<file path="config.mk">
export PLATFORM = sky130hd
export DESIGN_NAME = bnn_layer_sequencer
export DESIGN_NICKNAME = d
export VERILOG_FILES = /design/src/rtl/bnn_layer_sequencer.sv
export SDC_FILE = /design/constraint.sdc
export NUM_CORES = 1
export LEC_CHECK = 0
export CAP_MARGIN = 20
export CELL_PAD_IN_SITES_DETAIL_PLACEMENT = 0
export CELL_PAD_IN_SITES_GLOBAL_PLACEMENT = 2
export CORE_MARGIN = 3
export CORE_UTILIZATION = 44
export DETAILED_ROUTE_END_ITERATION = 7
export GPL_TIMING_DRIVEN = 0
export HOLD_SLACK_MARGIN = 0.06
export PLACE_DENSITY = 0.89
export RECOVER_POWER = 25
export SLEW_MARGIN = 10
export SYNTH_ARGS = -nofsm -noshare
export SYNTH_HDL_FRONTEND = slang
export SYNTH_SLANG_ARGS = --single-unit
</file>
<file path="constraint.sdc">
create_clock -name clock -period 12.7 [get_ports clock]
set_input_delay 1.27 -clock clock [delete_from_list [all_inputs] [get_ports clock]]
set_output_delay 1.27 -clock clock [all_outputs]
set_load 0.01 [all_outputs]
</file>
<file path="src/rtl/bnn_layer_sequencer.sv">
// Sequences one XNOR-popcount binary neuron over every neuron of a fully connected
// BNN layer: buffer the input vector, stream weights, threshold, hand off packed bits.
//
// state     | meaning
// S_LOAD    | accepting input words into the vector buffer
// S_COMPUTE | issuing weight reads and accumulating per-neuron match counts
// S_DONE    | packed layer result presented on out_valid/out_bits
module bnn_layer_sequencer #(
  parameter int WORDS   = 4,
  parameter int NEURONS = 8,
  parameter int ACC_W   = $clog2(32*WORDS+1),
  parameter int AW      = (NEURONS*WORDS > 1) ? $clog2(NEURONS*WORDS) : 1
) (
  input  logic               clock,
  input  logic               reset_n,
  input  logic               in_valid,
  output logic               in_ready,
  input  logic [31:0]        in_data,
  input  logic [ACC_W-1:0]   thresh,
  output logic               w_rd_en,
  output logic [AW-1:0]      w_addr,
  input  logic [31:0]        w_data,
  output logic               out_valid,
  input  logic               out_ready,
  output logic [NEURONS-1:0] out_bits,
  output logic               busy
);

  localparam int WW  = (WORDS > 1)   ? $clog2(WORDS)   : 1;
  localparam int NNW = (NEURONS > 1) ? $clog2(NEURONS) : 1;
  localparam logic [WW-1:0]  LAST_WORD   = WW'(WORDS-1);
  localparam logic [NNW-1:0] LAST_NEURON = NNW'(NEURONS-1);
  localparam logic [AW-1:0]  LAST_ADDR   = AW'(NEURONS*WORDS-1);

  typedef enum logic [1:0] {S_LOAD, S_COMPUTE, S_DONE} state_t;
  state_t state_q, state_d;

  logic [31:0]      vec_q [WORDS];
  logic [WW-1:0]    wcnt_q;
  logic [WW-1:0]    cons_word_q;
  logic [NNW-1:0]   cons_neuron_q;
  logic [ACC_W-1:0] thresh_q;
  logic [ACC_W-1:0] acc_q;
  logic             rd_vld_q;

  logic             accept;
  logic             last_word_in;
  logic             last_read;
  logic [31:0]      xnor_w;
  logic [5:0]       match;
  logic [ACC_W-1:0] sum;

  always_comb begin
    accept       = (state_q == S_LOAD) && in_valid;
    last_word_in = accept && (wcnt_q == LAST_WORD);
    last_read    = rd_vld_q && (cons_word_q == LAST_WORD) && (cons_neuron_q == LAST_NEURON);
    xnor_w       = ~(vec_q[cons_word_q] ^ w_data);
    match        = '0;
    for (int i = 0; i < 32; i++) begin
      match = match + 6'(xnor_w[i]);
    end
    sum = acc_q + ACC_W'(match);
  end

  always_ff @(posedge clock or negedge reset_n) begin
    if (!reset_n) state_q <= S_LOAD;
    else          state_q <= state_d;
  end

  always_comb begin
    state_d = state_q;
    case (state_q)
      S_LOAD:    if (last_word_in) state_d = S_COMPUTE;
      S_COMPUTE: if (last_read)    state_d = S_DONE;
      S_DONE:    if (out_ready)    state_d = S_LOAD;
      default:                     state_d = S_LOAD;
    endcase
  end

  // Read strobe is registered, so w_data for a read lines up with rd_vld_q.
  always_ff @(posedge clock or negedge reset_n) begin
    if (!reset_n) begin
      for (int i = 0; i < WORDS; i++) vec_q[i] <= '0;
      wcnt_q        <= '0;
      cons_word_q   <= '0;
      cons_neuron_q <= '0;
      thresh_q      <= '0;
      acc_q         <= '0;
      rd_vld_q      <= 1'b0;
      w_rd_en       <= 1'b0;
      w_addr        <= '0;
      out_bits      <= '0;
    end else begin
      rd_vld_q <= w_rd_en;
      if (accept) begin
        vec_q[wcnt_q] <= in_data;
        if (wcnt_q == '0) thresh_q <= thresh;
        if (last_word_in) begin
          wcnt_q        <= '0;
          acc_q         <= '0;
          out_bits      <= '0;
          cons_word_q   <= '0;
          cons_neuron_q <= '0;
          w_rd_en       <= 1'b1;
          w_addr        <= '0;
        end else begin
          wcnt_q <= wcnt_q + 1'b1;
        end
      end
      if (w_rd_en) begin
        if (w_addr == LAST_ADDR) w_rd_en <= 1'b0;
        else                     w_addr  <= w_addr + 1'b1;
      end
      if (rd_vld_q) begin
        if (cons_word_q == LAST_WORD) begin
          out_bits[cons_neuron_q] <= (sum >= thresh_q);
          acc_q                   <= '0;
          cons_word_q             <= '0;
          cons_neuron_q           <= (cons_neuron_q == LAST_NEURON) ? '0 : cons_neuron_q + 1'b1;
        end else begin
          acc_q       <= sum;
          cons_word_q <= cons_word_q + 1'b1;
        end
      end
    end
  end

  assign in_ready  = (state_q == S_LOAD);
  assign out_valid = (state_q == S_DONE);
  assign busy      = (state_q != S_LOAD);

endmodule

</file>
# --- After elaboration in Yosys (flattened, before gate mapping) ---
# Index checks and enable logic that the tools add are counted.
totals:
  reg_bits: 168
  output_inout_bits: 17
classes:
  add_sub_neg: 36
  order_cmp: 6
  n_eq_ne: 9
  muxes: 39
  n_bitwise: 4
  reduce_logical: 14
op_table:
  columns: ["cell", "count"]
  rows:
  - ["adder 6 x 1 -> 6 bit", 26]
  - ["bitwise mux 128 bit", 1]
  - ["2-to-1 mux 32 bit", 3]
  - ["binary-select mux 32 bit (select 2 bit)", 1]
  - ["demux 32 bit (select 2 bit)", 1]
  - ["2-to-1 mux 8 bit", 8]
  - ["inverter 32 bit", 1]
  - ["bitwise XOR 32 bit", 1]
  - ["2-to-1 mux 5 bit", 4]
  - ["2-to-1 mux 2 bit", 8]
  - ["2-to-1 mux 3 bit", 5]
  - ["adder 8 x 6 -> 8 bit", 1]
  - ["bitwise mux 8 bit", 1]
  - [">= comparator 8 bit", 1]
  - ["adder 5 x 1 -> 6 bit", 1]
  - ["== test 2 bit, second input constant", 3]
  - [">= comparator 3 bit, second input constant", 2]
  - ["logical AND 1 bit", 6]
  - ["inverter 2 -> 3 bit", 2]
  - ["case mux 2 bit (3 select lines)", 1]
  - ["nonzero test 2 bit", 3]
  - ["adder 4 x 1 -> 5 bit", 1]
  - ["adder 5 x 1 -> 5 bit, second input constant", 1]
  - ["== test 5 bit, second input constant", 1]
  - ["17 further kinds", 25]

# --- Depth between registers and ports, before layout ---
# Gate-level depths: netlist (run 1).
logic_depth:
  word_depth: 42
  depth_mapped: 26
  depth_no_buf: 24

# --- Worst setup path before layout (run 1) ---
# OpenSTA, ideal clock, no wires.
synth_timing:
  path_type: "input to register"
  from: "input port w_data[0]"
  to: "register out_bits[1]"
  t_arrival_ns: 7.085
  required_time_ns: 12.578
  path_slack_ns: 5.493
  stages: 23
  path_cell_list: "xnor2_1 > fa_1 > inv_1 > fa_1 > fa_1 > fa_1 > fa_1 > inv_1 > fa_1 > fa_1 > inv_1 > fa_1 > nor2b_1 > o21ai_1 > a21oi_1 > or3_1 > and2_1 > ha_1 > and2_1 > a221oi_1 > o31ai_1 > and2_1 > a32o_1"
synth_via:
  elab_chain_cells: 38
synth_rtl:
  columns: ["item", "line_no", "rtl"]
  rows:
  - ["start: declaration", "22", "input logic [31:0] w_data,"]
  - ["bitwise XOR 32 bit", "57", "xnor_w = ~(vec_q[cons_word_q] ^ w_data);"]
  - ["inverter 32 bit", "57", null]
  - ["adder 1 x 1 -> 2 bit", "60", "match = match + 6'(xnor_w[i]);"]
  - ["adder 2 x 1 -> 3 bit", "60", null]
  - ["adder 3 x 1 -> 4 bit", "60", null]
  - ["adder 4 x 1 -> 5 bit", "60", null]
  - ["adder 5 x 1 -> 6 bit", "60", null]
  - ["adder 6 x 1 -> 6 bit (26 in series)", "60", null]
  - ["adder 8 x 6 -> 8 bit", "62", "sum = acc_q + ACC_W'(match);"]
  - [">= comparator 8 bit", "116", "out_bits[cons_neuron_q] <= (sum >= thresh_q);"]
  - ["bitwise mux 8 bit", "116", null]
  - ["2-to-1 mux 8 bit", "115", "if (cons_word_q == LAST_WORD) begin"]
  - ["2-to-1 mux 8 bit", "114", "if (rd_vld_q) begin"]
  - ["end signal: indexed assignment", "116", null]
  - ["end: declaration", "25", "output logic [NEURONS-1:0] out_bits,"]
# Every way passes these cells.
# A chain may end at the register's enable or synchronous reset.

==> flow_summary.json, run 1 <==
{
  "die_h_um": 147.8,
  "fp-row-count": 51,
  "grt_pass1_vias": 5931,
  "finalMaxSlewViolations": 171,
  "post_drt_wl_per_cell_um": 19.12,
  "fmax_mhz": 117.0,
  "post_synth_num_cell_types": 46,
  "hold_violations": 0,
  "synth_ff_type": "dfrtp_1",
  "fin_skew_ns": 0.01206,
  "min_period_ns": 8.548,
  "antenna_found_initial": 0,
  "synth-async-reset-ratio_pct": 100.0,
  "gp_congestion": 0.7888,
  "htreeDepth": 4,
  "critPathRequiredTime_ns": 11.87,
  "vias_per_cell": 5.181,
  "drc": 0,
  "n_antenna_cell": 0,
  "failed_checks": "max-capacitance violations, max-slew violations",
  "num-nets-final": 870,
  "hold_path_depth": 0,
  "cts_sinks": 168,
  "crit_path_max_incr_delay_ns": 4.08,
  "multi_input_area_um2": 4244,
  "grtUsageTotal_pct": 18.70,
  "firstDrtPassIters": 4,
  "hp-class": "reg -> reg",
  "drtIter0Drc": 207,
  "dp_hpwl_mm": 14.09,
  "path_max_fanout": 108,
  "ios": 93,
  "start_util_pct": 45.14,
  "reg2regPathDepth": 26,
  "relSlewSlack_pct": -275.9,
  "root_buffer": "clkbuf_16",
  "cts_setup_buffers": 0,
  "setup_viol": 0,
  "synth_area_leaders": "dfrtp_1 48%, mux2_2 13%, mux4_2 8.1%",
  "status": "finished, violations left",
  "fin_crit_sh_pct": 67.30,
  "critPathTopFamily": "buffers and inverters",
  "routed_wl_mm": 19.38,
  "ys_top_cells_by_count": "168 x dfrtp_1, 106 x mux2_2, 37 x inv_1",
  "cts_tree": "built",
  "syn_area_um2": 8843,
  "ant_nets": 0,
  "grt_setup_unrepaired": "no",
  "worst_slew_pin_slew_ns": 5.638,
  "num_vias": 5254,
  "core_area_um2": 19590,
  "regArea_um2": 4204,
  "clock_latency_ns": 0.43,
  "clk_path_buf_depth": 2,
  "io_buffer_count": 92,
  "drive_gt1_share_pct": 28.70,
  "crit_path_frequent_cell": "clkbuf_1",
  "syn_to_final_growth_pct": 20.51,
  "start_kind": "primary input",
  "setup.worst_path.end_class": "async pin",
  "cp_slowest_cell": "clkbuf_1",
  "critPathBufInv": 2,
  "die-area_um2": 21840,
  "max_cap_violations": 2,
  "cts_made_buffers": 17,
  "netlist_instances": 624,
  "synth_nets": 758,
  "synth_top_area_share_pct": 47.54,
  "path_clk_slew_ns": 0.07,
  "grt_max_degree": 109,
  "synth_area_per_cell_um2": 14.17,
  "post_cts_resized": 0,
  "fp.dieW_um": 147.8,
  "postCtsHoldBufs": 0,
  "grt-ovfl-total": 0,
  "yosysTopAreaCell": "dfrtp_1",
  "crit_cells": 2,
  "ys_seq_area_share_pct": 47.54,
  "yosysMostFrequentCell": "dfrtp_1",
  "fill_cells": 1654,
  "synth_edf_count": 0,
  "setup_tns_ns": 0,
  "critPathKind": "in -> async",
  "grt_pass1_wl_mm": 31.83,
  "ys_warn_count": 0,
  "cp.arrival_ns": 7.72,
  "crit_chain": "clkbuf_1, clkbuf_1",
  "ys_seq_elements": 168
}
[cell usage in the layout (no fill, tap or decap), types with 5 or more instances in the layout]
cell / Yosys / routed
nand2_1: 32 / 32
clkbuf_16: 0 / 17
a32o_1: 9 / 9
mux4_2: 32 / 32
buf_2: 9 / 9
xnor2_1: 14 / 14
dfrtp_1: 168 / 168
buf_6: 9 / 9
mux2_1: 7 / 7
o21ai_0: 25 / 25
nand2b_1: 5 / 5
nor2_1: 5 / 5
fa_1: 26 / 26
xor2_1: 24 / 24
a21oi_1: 5 / 5
nand3_1: 9 / 9
and3_1: 5 / 5
and2_1: 6 / 6
clkbuf_1: 5 / 7
nor2b_1: 6 / 6
inv_1: 37 / 37
mux2_4: 16 / 16
mux2_2: 106 / 106
clkdlybuf4s50_1: 0 / 90
ha_1: 32 / 32
[final cells by class]
class / instances / share of cell area (%)
repair buffers: 93 / 8.617
flip-flops and latches: 168 / 39.45
well taps: 265 / 3.111
inverters: 38 / 1.362
multi-input cells: 388 / 39.82
plain buffers: 30 / 2.348
clock inverters: 13 / 1.045
clock buffers: 19 / 4.250
[metrics by stage]
stage	hold slack, ns	instance area [um^2]	std cells	setup slack (ns)	util (%)
floorplan	0.4496	8843	624	5.493	-
global placement	0.4095	10100	981	3.835	51.54
detailed placement	0.4207	10130	982	4.505	51.70
CTS	0.4381	10690	1014	4.688	54.58
global route	0.4588	10660	1014	2.379	54.40
finish	0.4340	10660	1014	4.152	54.40
[registers in the layout (all words and copies together), names as in the netlist]
| name | flops |
|---|---|
| thresh_q | 8 |
| w_addr | 5 |
| cons_word_q | 2 |
| rd_vld_q | 1 |
| vec_q | 128 |
| cons_neuron_q | 3 |
| state_q | 2 |
| w_rd_en | 1 |
| wcnt_q | 2 |
| acc_q | 8 |
| out_bits | 8 |
[path summary, 6_finish.rpt]
check / from / to / slack [ns]
max in group clock: cons_word_q[1] / out_bits[1] / 4.77
hold / removal: w_rd_en / rd_vld_q / 0.43
min in group asynchronous: reset_n / vec_q[88] / 1.90
setup / recovery: reset_n / vec_q[117] / 4.15
setup reg to reg: cons_word_q[1] / out_bits[1] / 4.77
hold reg to reg: w_rd_en / rd_vld_q / 0.43
[logic make-up after synthesis]
group / synth area share [%]
DFF: 47.54
AOI/OAI and AO/OA: 4.259
xor gates and xnor gates: 3.763
and+or+nand+nor: 4.188
buffers and inverters: 4.471
adders and majority gates: 10.41
muxes: 25.37
[routing by layer]
metal,routed length [um],vias to the layer above,track usage [%]
li1,-,2431,-
met1,8540,2718,24.13
met2,9930,80,32.07
met3,628,25,4.077
met4,285,0,5.219
met5,0,-,0
Power of run 1 is left out: the tool's default activity adds up to more than one toggle a clock period on the data nets, which glitch-free logic cannot reach.
==> inputs of run 2 (changes only) <==
Settings changed: CORE_UTILIZATION 44 to 37, PLACE_DENSITY 0.89 to 0.8.
Clock period 12.7 ns to 7.4 ns, I/O delays scaled along.
==> run 2 against run 1 <==
Against the previous run:
- the run ends with max-capacitance violations, max-slew violations, negative setup slack left
- flip-flop and latch count did not move
- first-iteration DRC count fell by 0.97%
- sequential share of layout area fell by 1.5 points
- cell count rose by 5.9%
- via count rose by 2.7%
- critical endpoint is now out_bits[5]
==> flow_summary.json, run 2 (synthesized netlist as in run 1, its figures left out) <==
{
  "critPathKind": "reg -> reg",
  "fin_crit_sh_pct": 100.8,
  "post_drt_wl_per_cell_um": 19.05,
  "final_common_cell": "dfrtp_1",
  "status": "finished, violations left",
  "hold_end": "rd_vld_q",
  "grt_max_degree": 95,
  "final_cell_mix": "167 x dfrtp_1, 106 x mux2_2, 91 x clkdlybuf4s50_1, 35 x inv_1",
  "drc": 0,
  "whs_ns": 0.4302,
  "ant_nets": 0,
  "grtUsageTotal_pct": 16.50,
  "gp_congestion": 0.7541,
  "routed_wl_mm": 20.46,
  "failed_checks": "max-capacitance violations, max-slew violations, negative setup slack",
  "worst_slew_pin_slew_ns": 5.147,
  "r2r-start": "cons_word_q[0]",
  "fin_ws_ns": -0.05821,
  "fp.dieW_um": 160.6,
  "largest_register_ffs": 128,
  "num-nets-final": 883,
  "syn_to_final_growth_pct": 25.20,
  "crit_path_max_incr_delay_ns": 0.63,
  "start_kind": "register",
  "cts_made_buffers": 17,
  "grt_pass1_vias": 6024,
  "hold_path_depth": 0,
  "critPathBufInv": 5,
  "setup_tns_ns": -0.3148,
  "crit_path_frequent_cell": "fa_1",
  "dp_hpwl_mm": 14.92,
  "io_buffer_count": 92,
  "n_antenna_cell": 0,
  "grt_setup_unrepaired": "yes",
  "hold_violations": 0,
  "finalMaxSlewViolations": 95,
  "stdcell_count": 1074,
  "min_period_ns": 7.458,
  "die_h_um": 160.6,
  "cts_sinks": 168,
  "grt_pass1_wl_mm": 33.03,
  "drtIter0Drc": 205,
  "cp.arrival_ns": 7.77,
  "critPathTopFamily": "adder cells",
  "grt-ovfl-total": 0,
  "max_cap_violations": 1,
  "critPathRequiredTime_ns": 7.71,
  "setup_viol": 8,
  "drive_gt1_share_pct": 32.98,
  "num_vias": 5394,
  "path_max_fanout": 6,
  "path_clk_slew_ns": 0.06,
  "relSlewSlack_pct": -243.2,
  "start_util_pct": 38.36,
  "fin_skew_ns": 0.01179,
  "regMostFlops": "vec_q",
  "firstDrtPassIters": 4,
  "clk_path_buf_depth": 2,
  "root_buffer": "clkbuf_16",
  "fmax_mhz": 134.1,
  "die-area_um2": 25790,
  "ios": 93,
  "rrSetupSlack_ns": -0.06,
  "dp.cells": 1030,
  "vias_per_cell": 5.022,
  "htreeDepth": 4,
  "cp_slowest_cell": "fa_2",
  "regToRegEndpoint": "out_bits[5]",
  "antenna_found_initial": 1,
  "min_from": "w_rd_en",
  "clock_latency_ns": 0.43,
  "fp-row-count": 55,
  "setup.worst_path.end_class": "register",
  "reg2regPathDepth": 26,
  "cts_tree": "built",
  "core_area_um2": 23050,
  "hp-class": "reg -> reg"
}
==> run 2: final cells by class <==
cell class	instances	area [um^2]
Fill cell	2017	11980
Multi-Input combinational cell	388	4369
Sequential cell	168	4205
Timing Repair Buffer	107	1051
Clock buffer	19	442.9
Tap cell	313	391.6
Buffer	29	300.3
Clock inverter	12	166.4
Inverter	38	145.1
==> run 2: worst max-delay path by stage <==
| stage | startpoint | end | depth (start not counted) |
|---|---|---|---|
| after CTS | cons_word_q[0] | out_bits[5] | 25 |
| after global routing | cons_word_q[0] | out_bits[5] | 22 |
| final | cons_word_q[0] | out_bits[5] | 26 |
| after detailed placement | cons_word_q[1] | out_bits[5] | 26 |
| after global placement | reset_n | vec_q[120] | 1 |
| after floorplan | cons_word_q[0] | out_bits[1] | 26 |
==> run 2: worst reg2reg max path, stage by stage (launching register included) <==
cell,delay (ns)
dfrtp_1,0.38
buf_12,0.14
buf_12,0.13
buf_6,0.10
mux4_2,0.51
xor2_2,0.21
fa_2,0.63
fa_1,0.45
fa_1,0.52
fa_1,0.54
fa_1,0.58
inv_2,0.06
fa_1,0.50
fa_2,0.42
inv_2,0.07
fa_2,0.20
nor2b_2,0.05
o21ai_2,0.14
a21oi_2,0.08
or3_4,0.33
and2_4,0.17
ha_4,0.20
and2_4,0.14
a221oi_4,0.25
o31ai_4,0.13
and2_4,0.19
a32o_1,0.22
==> run 2: metrics by stage <==
| stage | setup slack [ns] | util [%] | area [um^2] |
|---|---|---|---|
| floorplan | 0.2203 | - | 8843 |
| global placement | -1.059 | 44.05 | 10160 |
| detailed placement | -0.6720 | 44.20 | 10190 |
| CTS | -0.1107 | 47.63 | 10980 |
| global route | -0.2959 | 48.03 | 11070 |
| finish | -0.05821 | 48.03 | 11070 |
==> run 2: metal layers <==
metal  GRT usage (%)  wire length (um)
met5               0                13
met4           4.339               282
met1           21.75              9045
met2           27.76             10230
met3           3.534               890
==> run 2: what timing repair did <==
item | in CTS | in global routing
buffers inserted | 11 | 4
endpoints found under the setup margin | 8 | 8
hold buffers | 0 | 0
resized for setup | 29 | 12
pin swaps | 17 | 28
Power of run 2 is left out for the same reason.
==> inputs of run 3 (changes only) <==
Settings changed: CORE_ASPECT_RATIO set to 0.8.
==> run 3 against run 2 <==
Against the previous run:
- the run still ends with max-capacitance violations, max-slew violations, negative setup slack left
- non-clock buffer count is 2 lower
- count of clock-buffer cells in the layout is 2 higher
- hold slack better by 0.0038 ns
- maximum frequency is 0.37% higher
- final area is 1.1% lower
- routed wire length is 0.43% lower
- sequential share of layout area is 0.42 points higher
- first-iteration DRC count is 34% higher
- clock skew is 0.0010 ns lower
- core utilization is 0.39 points lower
- global-route usage is 0.28 points higher
- register-to-register slack better by 0.03 ns
- critical endpoint is now out_bits[7]
- largest cell class unchanged
- highest routed layer is now met4
==> flow_summary.json, run 3 (synthesized netlist as in run 1, its figures left out) <==
{
  "fp-row-count": 49,
  "grt-busiest-layer": "met2",
  "status": "finished, violations left",
  "crit_path_max_incr_delay_ns": 0.58,
  "crit_path_frequent_cell": "fa_1",
  "grt_pass1_vias": 5961,
  "drc": 0,
  "use_met1_pct": 23.48,
  "fp.dieW_um": 178.9,
  "multi_input_area_um2": 4358,
  "dp_hpwl_mm": 14.84,
  "num-nets-final": 881,
  "cts_sinks": 168,
  "die_h_um": 144.3,
  "drive_gt1_share_pct": 32.63,
  "grt_use_met2_pct": 27.29,
  "finalMaxSlewViolations": 171,
  "ant_nets": 0,
  "cp_slowest_cell": "fa_1",
  "path_max_fanout": 8,
  "root_buffer": "clkbuf_16",
  "failed_checks": "max-capacitance violations, max-slew violations, negative setup slack",
  "regArea_um2": 4205,
  "fin_crit_sh_pct": 100.4,
  "antenna_found_initial": 0,
  "grt_max_degree": 101,
  "num_vias": 5411,
  "syn_to_final_growth_pct": 23.84,
  "post_drt_wl_per_cell_um": 19.11,
  "fill_cells": 2013,
  "grt-ovfl-total": 0,
  "min_period_ns": 7.431,
  "gp_congestion": 0.7712,
  "critPathRequiredTime_ns": 7.71,
  "max_cap_violations": 2,
  "io_buffer_count": 92,
  "fmax_mhz": 134.6,
  "setup.worst_path.end_class": "register",
  "n_antenna_cell": 0,
  "critPathBufInv": 5,
  "htreeDepth": 4,
  "start_kind": "register",
  "critPathTopFamily": "adder cells",
  "largest_register_ffs": 128,
  "start_util_pct": 38.47,
  "grt_setup_unrepaired": "yes",
  "fin_skew_ns": 0.01076,
  "fin_util_pct": 47.64,
  "hp-class": "reg -> reg",
  "drtIter0Drc": 274,
  "whs_ns": 0.4341,
  "post_dp_cell_area_um2": 10180,
  "cp.arrival_ns": 7.74,
  "cts_tree": "built",
  "worst_slew_pin_slew_ns": 3.765,
  "grtUsageTotal_pct": 16.78,
  "clk_path_buf_depth": 2,
  "path_clk_slew_ns": 0.07,
  "vias_per_cell": 5.076,
  "final_cell_mix": "167 x dfrtp_1, 106 x mux2_2, 91 x clkdlybuf4s50_1, 35 x inv_1",
  "fin_ws_ns": -0.03050,
  "use_met3_pct": 3.465,
  "setup_viol": 8,
  "pre_cts_slack_ns": -0.6621,
  "die-area_um2": 25800,
  "regMostFlops": "vec_q",
  "clock_latency_ns": 0.42,
  "cts_made_buffers": 17,
  "firstDrtPassIters": 4,
  "core_area_um2": 22990,
  "hold_violations": 0,
  "routed_wl_mm": 20.38,
  "final_common_cell": "dfrtp_1",
  "postCtsHoldBufs": 0,
  "relSlewSlack_pct": -151.0,
  "final_cell_area_um2": 10950,
  "ios": 93,
  "critPathKind": "reg -> reg",
  "grt_pass1_wl_mm": 32.82
}
## run 3: cell count changes in the layout (fill, tap and decap cells not counted), moves of 2 or more
| cell | before | now |
|---|---|---|
| buf_4 | 17 | 14 |
| bufinv_16 | 3 | 1 |
| buf_12 | 6 | 4 |
| clkinv_4 | 3 | 1 |
| clkbuf_1 | 6 | 8 |
| clkinvlp_4 | 1 | 3 |
## run 3: worst paths after layout
| check | slack (ns) | cells past startpoint | from | to |
|---|---|---|---|---|
| min | 0.43 | 0 | w_rd_en | rd_vld_q |
| max reg2reg | -0.03 | 26 | cons_word_q[0] | out_bits[7] |
| max | -0.03 | 26 | cons_word_q[0] | out_bits[7] |
| max in group asynchronous | 1.96 | 2 | reset_n | vec_q[23] |
| min in group asynchronous | 1.61 | 1 | reset_n | w_addr[0] |
| min reg2reg | 0.43 | 0 | w_rd_en | rd_vld_q |
## run 3: routing by layer
metal  wire (um)  share of wire [%]  vias to the layer above
met1        9490                 47                     2832
li1            -                  -                     2453
met2        9951                 49                      115
met4         173               0.85                        0
met5           0                  0                        -
met3         759                3.7                       11
## run 3: what timing repair did
| item | in CTS | in global routing |
|---|---|---|
| gates cloned | 0 | 0 |
| endpoints found under the setup margin | 8 | 8 |
| pin swaps | 25 | 15 |
| resized for setup | 30 | 7 |
| setup buffers | 8 | 4 |
## run 3: cell type report
cell class / instances / area share, %
Inverter: 38 / 1.325
Multi-Input combinational cell: 388 / 39.79
Buffer: 29 / 2.593
Timing Repair Buffer: 105 / 9.254
Clock buffer: 21 / 4.113
Tap cell: 306 / 3.496
Sequential cell: 168 / 38.40
Clock inverter: 11 / 1.028
## run 3: worst register-to-register path, cell delays in order (launching register included)
cell and delay [ns]:
dfrtp_1 0.37, buf_8 0.15, buf_12 0.15, buf_4 0.13, mux4_2 0.50, xor2_1 0.17
fa_1 0.55, fa_1 0.58, fa_1 0.45, fa_1 0.51, fa_1 0.51, inv_2 0.05
fa_1 0.50, fa_2 0.43, inv_2 0.07, fa_2 0.20, nor2b_1 0.05, o21ai_2 0.15
a21oi_2 0.08, or3_4 0.37, and2_4 0.18, ha_4 0.20, and2_4 0.15, a221oi_4 0.26
o31ai_4 0.12, and2_4 0.22, a32o_1 0.21
## run 3: per-stage QoR
step	setup TNS, ns	cells
2_1_floorplan	0	624
3_3_place_gp	-176.12	1022
3_5_place_dp	-5.138	1023
4_1_cts	-0.2605	1062
5_1_grt	-1.989	1066
6_report	-0.1932	1066
Power of run 3 is left out for the same reason.
